===== src/rtl/mod_reduce_pkg.sv =====
// Shared types and elaboration-time helpers for the sequential modular reducer.
// Latency: none (constants and types only).
// Backpressure: not applicable.
package mod_reduce_pkg;

    typedef enum logic [1:0] {
        IDLE  = 2'd0,
        ACCUM = 2'd1,
        FOLD  = 2'd2,
        DONE  = 2'd3
    } state_e;

    // Ceiling log2; clog2(1) = 0.
    function automatic int clog2(input int v);
        int r;
        int p;
        r = 0;
        p = 1;
        while (p < v) begin
            p = p * 2;
            r = r + 1;
        end
        return r;
    endfunction

    // 2^e mod m by repeated doubling, so nothing ever exceeds 2*m.
    function automatic int pow2_mod(input int e, input int m);
        int r;
        r = 1 % m;
        for (int i = 0; i < e; i++) begin
            r = (r * 2) % m;
        end
        return r;
    endfunction

    // Entry i of the chunk weight table: 2^(k*i) mod m for real chunks, 0 for padding lanes.
    function automatic int weight_at(input int i, input int n, input int k, input int m);
        return (i < n) ? pow2_mod(k * i, m) : 0;
    endfunction

endpackage


===== src/rtl/mod_fold_unit.sv =====
// Folds the bits above K back into the low K bits: lo + hi * F, with F = 2^K mod M.
// Latency: combinational, zero cycles.
// Backpressure: none; pure function of the accumulator.
module mod_fold_unit #(
    parameter int K  = 9,
    parameter int AW = 22,
    parameter int F  = 9
) (
    input  logic [AW-1:0] i_acc,
    output logic [AW-1:0] o_acc
);

    // hi*F < 2^(AW-K) * 2^K, so the product never needs more than AW bits.
    assign o_acc = AW'(i_acc[K-1:0]) + AW'(i_acc[AW-1:K]) * AW'(F);

endmodule


===== src/rtl/seq_mod_reduce.sv =====
// Computes out_r = in_x mod M by accumulating CPC weighted K-bit chunks per cycle, then folding.
// Latency: accept edge T -> out_valid from edge T+NC+1+folds (folds = 0 when acc already < 2^K).
// Backpressure: one operand in flight; in_ready only in IDLE, result held in DONE until out_ready.
module seq_mod_reduce
    import mod_reduce_pkg::*;
#(
    parameter int XW  = 500,
    parameter int M   = 503,
    parameter int CPC = 4
) (
    input  logic                                  clk,
    input  logic                                  rst,
    input  logic                                  in_valid,
    output logic                                  in_ready,
    input  logic [XW-1:0]                         in_x,
    output logic                                  out_valid,
    input  logic                                  out_ready,
    output logic [mod_reduce_pkg::clog2(M)-1:0]   out_r
);

    localparam int K  = clog2(M);
    localparam int N  = (XW + K - 1) / K;
    localparam int NC = (N + CPC - 1) / CPC;
    localparam int NW = NC * CPC;
    // Shift register is padded to whole ACCUM cycles so every lane always reads in range.
    localparam int SW = NW * K;
    localparam int F  = (1 << K) - M;
    localparam int AW = 2 * K + clog2(CPC) + 2;
    localparam int CW = (clog2(NC) > 0) ? clog2(NC) : 1;
    localparam int IW = (clog2(NW) > 0) ? clog2(NW) : 1;

    state_e          r_state;
    logic [SW-1:0]   r_sh;
    logic [AW-1:0]   r_acc;
    logic [CW-1:0]   r_cnt;

    logic [K-1:0]    w_rom [NW];
    logic [IW-1:0]   w_idx;
    logic [AW-1:0]   w_lane_sum;
    logic [AW-1:0]   w_fold;

    // Weight ROM: constants fixed at elaboration, one per chunk position.
    for (genvar i = 0; i < NW; i++) begin : g_rom
        localparam logic [K-1:0] WV = K'(weight_at(i, N, K, M));
        assign w_rom[i] = WV;
    end

    mod_fold_unit #(
        .K  (K),
        .AW (AW),
        .F  (F)
    ) u_fold (
        .i_acc (r_acc),
        .o_acc (w_fold)
    );

    // Lane multiply-add tree: sum of chunk_j * W[c*CPC+j] over the CPC lanes.
    always_comb begin
        w_lane_sum = '0;
        w_idx      = '0;
        for (int j = 0; j < CPC; j++) begin
            w_idx      = IW'(int'(r_cnt) * CPC + j);
            w_lane_sum = w_lane_sum + AW'(r_sh[j*K +: K]) * AW'(w_rom[w_idx]);
        end
    end

    // Control FSM with registered handshake outputs and datapath state.
    always_ff @(posedge clk) begin
        if (rst) begin
            r_state   <= IDLE;
            r_sh      <= '0;
            r_acc     <= '0;
            r_cnt     <= '0;
            in_ready  <= 1'b1;
            out_valid <= 1'b0;
            out_r     <= '0;
        end else begin
            unique case (r_state)
                IDLE: begin
                    if (in_valid && in_ready) begin
                        r_sh     <= SW'(in_x);
                        r_acc    <= '0;
                        r_cnt    <= '0;
                        in_ready <= 1'b0;
                        r_state  <= ACCUM;
                    end
                end
                ACCUM: begin
                    // Folding the previous acc while adding new products keeps acc bounded.
                    r_acc <= w_fold + w_lane_sum;
                    r_sh  <= r_sh >> (CPC * K);
                    r_cnt <= r_cnt + 1'b1;
                    if (r_cnt == CW'(NC - 1)) begin
                        r_state <= FOLD;
                    end
                end
                FOLD: begin
                    if (r_acc[AW-1:K] != '0) begin
                        r_acc <= w_fold;
                    end else begin
                        // acc < 2^K < 2M here, so one subtract is enough.
                        out_r     <= (r_acc[K-1:0] >= K'(M)) ? (r_acc[K-1:0] - K'(M)) : r_acc[K-1:0];
                        out_valid <= 1'b1;
                        r_state   <= DONE;
                    end
                end
                DONE: begin
                    if (out_ready) begin
                        out_valid <= 1'b0;
                        in_ready  <= 1'b1;
                        r_state   <= IDLE;
                    end
                end
                default: begin
                    r_state <= IDLE;
                end
            endcase
        end
    end

endmodule


===== config.mk =====
export PLATFORM = sky130hd
export DESIGN_NAME = seq_mod_reduce
export DESIGN_NICKNAME = d
export VERILOG_FILES = /design/src/rtl/mod_reduce_pkg.sv /design/src/rtl/mod_fold_unit.sv /design/src/rtl/seq_mod_reduce.sv
export SDC_FILE = /design/constraint.sdc
export NUM_CORES = 2
export LEC_CHECK = 0
export ABC_AREA = 1
export CORE_UTILIZATION = 51
export CTS_BUF_LIST = sky130_fd_sc_hd__clkbuf_16
export CTS_CLUSTER_DIAMETER = 80
export DETAILED_ROUTE_END_ITERATION = 8
export HOLD_SLACK_MARGIN = 0.06
export MAX_ROUTING_LAYER = met4
export PLACE_DENSITY = 0.83
export SYNTH_ARGS = -nofsm -noshare
export SYNTH_HDL_FRONTEND = slang
export SYNTH_SLANG_ARGS = --single-unit

===== constraint.sdc =====
create_clock -name clk -period 7.4 [get_ports clk]
set_clock_uncertainty 0.1 [all_clocks]
set_input_delay 1.48 -clock clk [delete_from_list [all_inputs] [get_ports clk]]
set_output_delay 1.48 -clock clk [all_outputs]
set_load 0.03 [all_outputs]

==> flow_metrics.tcl <==
set metrics [dict create \
    outcome "finished, final reports clean" \
    synth_area_per_cell_um2 7.54 \
    synth_edf_count 0 \
    grt_use_total_pct 34.3 \
    htree_levels 2 \
    core-area_um2 70100 \
    setup_viol 0 \
    die-area_um2 72000 \
    synthAdderAreaFrac_pct 23.8 \
    syn_inst 4799 \
    yosys_warnings 0 \
    reg2reg_to "r_acc[21]" \
    die_h_um 268 \
    clkTransAtPathRegs_ns 0.06 \
    synth-simple-area-share_pct 19.0 \
    max_stage_delay_ns 0.64 \
    synth_compound_area_share_pct 16.8 \
    async_flop_share_pct 0 \
    ff2ff_path_depth 33 \
    drc_errors 0 \
    crit_path_end_kind "flop" \
    worstMarginPinSlew_ns 1.18 \
    worstSetupPathType "reg -> reg" \
    crit_end "r_acc[21]" \
    detailroute.via_count 34324 \
    hp-class "reg -> reg" \
    io_pins 515 \
    finalCritPeriodShare_pct 96.7 \
    rrSetupSlack_ns 0.25 \
    maxCapViolations 0 \
    drt_first_pass_iters 6 \
    yosysUniqueCellTypes 40 \
    nFillCells 6120 \
    arrival_ns 7.61 \
    rows 97 \
    max_slew_margin_pct 21.5 \
    dp_hpwl_um 94400 \
    drtIter0Drc 3549 \
    hold_viol_final 0 \
    cpMaxStageDelayCell "fa_2" \
    cp_max_fo 6 \
    grt_pass1_wl_um 183000 \
    ys.flop_type "dfxtp_1" \
    syn_area_um2 36200 \
    die_x_um 268 \
    antenna_found_initial 42 \
    finalWeightedCongestion 1.01 \
    clkLatencyLatePin_ns 0.63 \
    cts_buffer_depth 3 \
    routed_via_density 5.50 \
    wirelength_um 123000 \
    synth_top_family_by_area "adder cells" \
    tritoncts "built" \
    root_buffer "clkbuf_16" \
    synth_xor_area_share_pct 0.266 \
    dp_slack_ns -0.0342 \
    startpoint "r_cnt[0]" \
    grt_pass1_vias 31839 \
    fmax_mhz 140 \
    cts_hold_buf 0 \
    finalWorstSetupSlack_ns 0.245 \
    ys_seq_area_share_pct 29.8 \
    area_delta_synth_final_pct 22.6 \
    final.min_clock_period_ns 7.15 \
    synth_seq_cells 539 \
    grt_max_degree 244 \
    synthMuxAreaShare_pct 0 \
    drive_gt1_share_pct 5.92 \
    clock_sinks 539 \
    maxSlewViolCount 0 \
    required_ns 7.85 \
    wire_per_inst_um 19.7 \
    initial_utilization_pct 51.6 \
    rr_startpoint "r_cnt[0]" \
    syn-num-nets 5803 \
    nets 6207 \
    startpoint_type "flop" \
    place.port_buffers 514 \
    cts_buffers 58 \
    crit_top_cell "nand2_1" \
    overflow 0 \
    antenna_left 0 \
]
-- cell usage in the layout, fill, tap and decap left out, types with 56 or more instances in the layout --
cell	Yosys	layout
clkbuf_16	0	58
a21oi_1	87	80
nor2_1	248	233
fa_1	312	302
buf_4	22	114
clkdlybuf4s50_1	0	513
o21ai_1	198	199
a31oi_1	469	469
dfxtp_1	539	537
o21ai_0	315	311
ha_1	188	176
nand3_1	60	56
nand2_1	1431	1419
inv_1	585	581
-- stage by stage --
| stage | cells | TNS (ns) | hold WS (ns) | instance area [um2] | utilization (%) |
|---|---|---|---|---|---|
| finish | 6239 | 0 | 0.361 | 44400 | 63.2 |
| global route | 6234 | -0.0574 | 0.379 | 44300 | 63.2 |
| CTS | 6174 | 0 | 0.357 | 43800 | 62.5 |
| detailed placement | 6065 | -0.0400 | 0.355 | 41900 | 59.8 |
| global placement | 6065 | 0 | 0.351 | 41900 | 59.8 |
| floorplan | 4799 | 0 | 0.339 | 36200 | - |
-- per-layer routing --
layer  global-route usage, %  vias up  part of all wire (%)
met1                    43.6    16308                    40
met3                    7.10      231                   8.7
met2                    53.6     1408                    47
met4                    12.7        0                   3.9
li1                        -    16377                     -
met5                       -        -                     0
-- kinds of logic (layout without fill, tap and decap cells) --
family                     count (synthesis)  count (layout)
AOI/OAI and AO/OA                       1086            1086
buffers and inverters                    887            1340
and+or+nand+nor                         1776            1776
xor gates and xnor gates                  11              11
adders and majority gates                500             500
DFF                                      539             539
other                                      0              47
-- worst min-delay path by stage --
stage / startpoint / cells after the start / end / slack [ns]
5_1_grt: r_sh[489] / 2 / r_sh[489] / 0.38
2_1_floorplan: r_sh[464] / 2 / r_sh[464] / 0.34
3_3_place_gp: r_sh[470] / 2 / r_sh[470] / 0.35
4_1_cts: r_sh[79] / 2 / r_sh[43] / 0.36
6_report: r_sh[383] / 2 / r_sh[347] / 0.36
3_5_place_dp: r_sh[480] / 2 / r_sh[480] / 0.35
-- state kept, by name (all words and copies together) (netlist names) --
register / count
out_r: 9
r_acc: 22
out_valid: 1
in_ready: 1
r_sh: 500
r_cnt: 4
r_state: 2
-- repair_timing --
item | 4_1_cts | 5_1_grt
pin swaps | 0 | 25
gates cloned | 0 | 0
endpoints found under the setup margin | 3 | 17
buffers inserted | 0 | 18
gates resized for setup | 1 | 87
-- worst max-delay path, delay by kind of cell (launching register included) --
kind	cells	cell delay, ns
AO/OA/AOI/OAI	1	0.14
adder cells (fa/ha/maj)	10	4.59
flip-flops	1	0.32
AND/OR/NAND/NOR	13	1.12
buffers and inverters	9	0.83
-- cell type report --
type,count,area (um2),share of cell area [%]
tap,940,1180,2.65
antenna,47,118,0.265
sequential,539,10800,24.3
timing repair buffer,641,6240,14.1
inverter,590,2230,5.03
multi-input combinational,3373,21900,49.4
clock buffer,58,1450,3.27
clock inverter,51,423,0.953
-- cell usage after synthesis (7+ instances only) --
cell	number	area share, %
buf_2	104	1.4
dfxtp_1	539	30
buf_1	10	0.10
buf_4	22	0.46
fa_1	312	17
nand2_1	1431	15
nor3_1	8	0.11
xor2_1	7	0.17
a31oi_1	469	8.1
clkbuf_1	133	1.4
a21oi_1	87	1.2
nor2_1	248	2.6
nand3_1	60	0.83
ha_1	188	6.5
o21ai_0	315	4.4
and2_1	7	0.12
o21ai_1	198	2.7
inv_1	585	6.1
nand4_1	8	0.14
buf_6	27	0.84
Power is not shown: default switching activity piles up to over one toggle a cycle in this logic, so the estimate is an artifact.
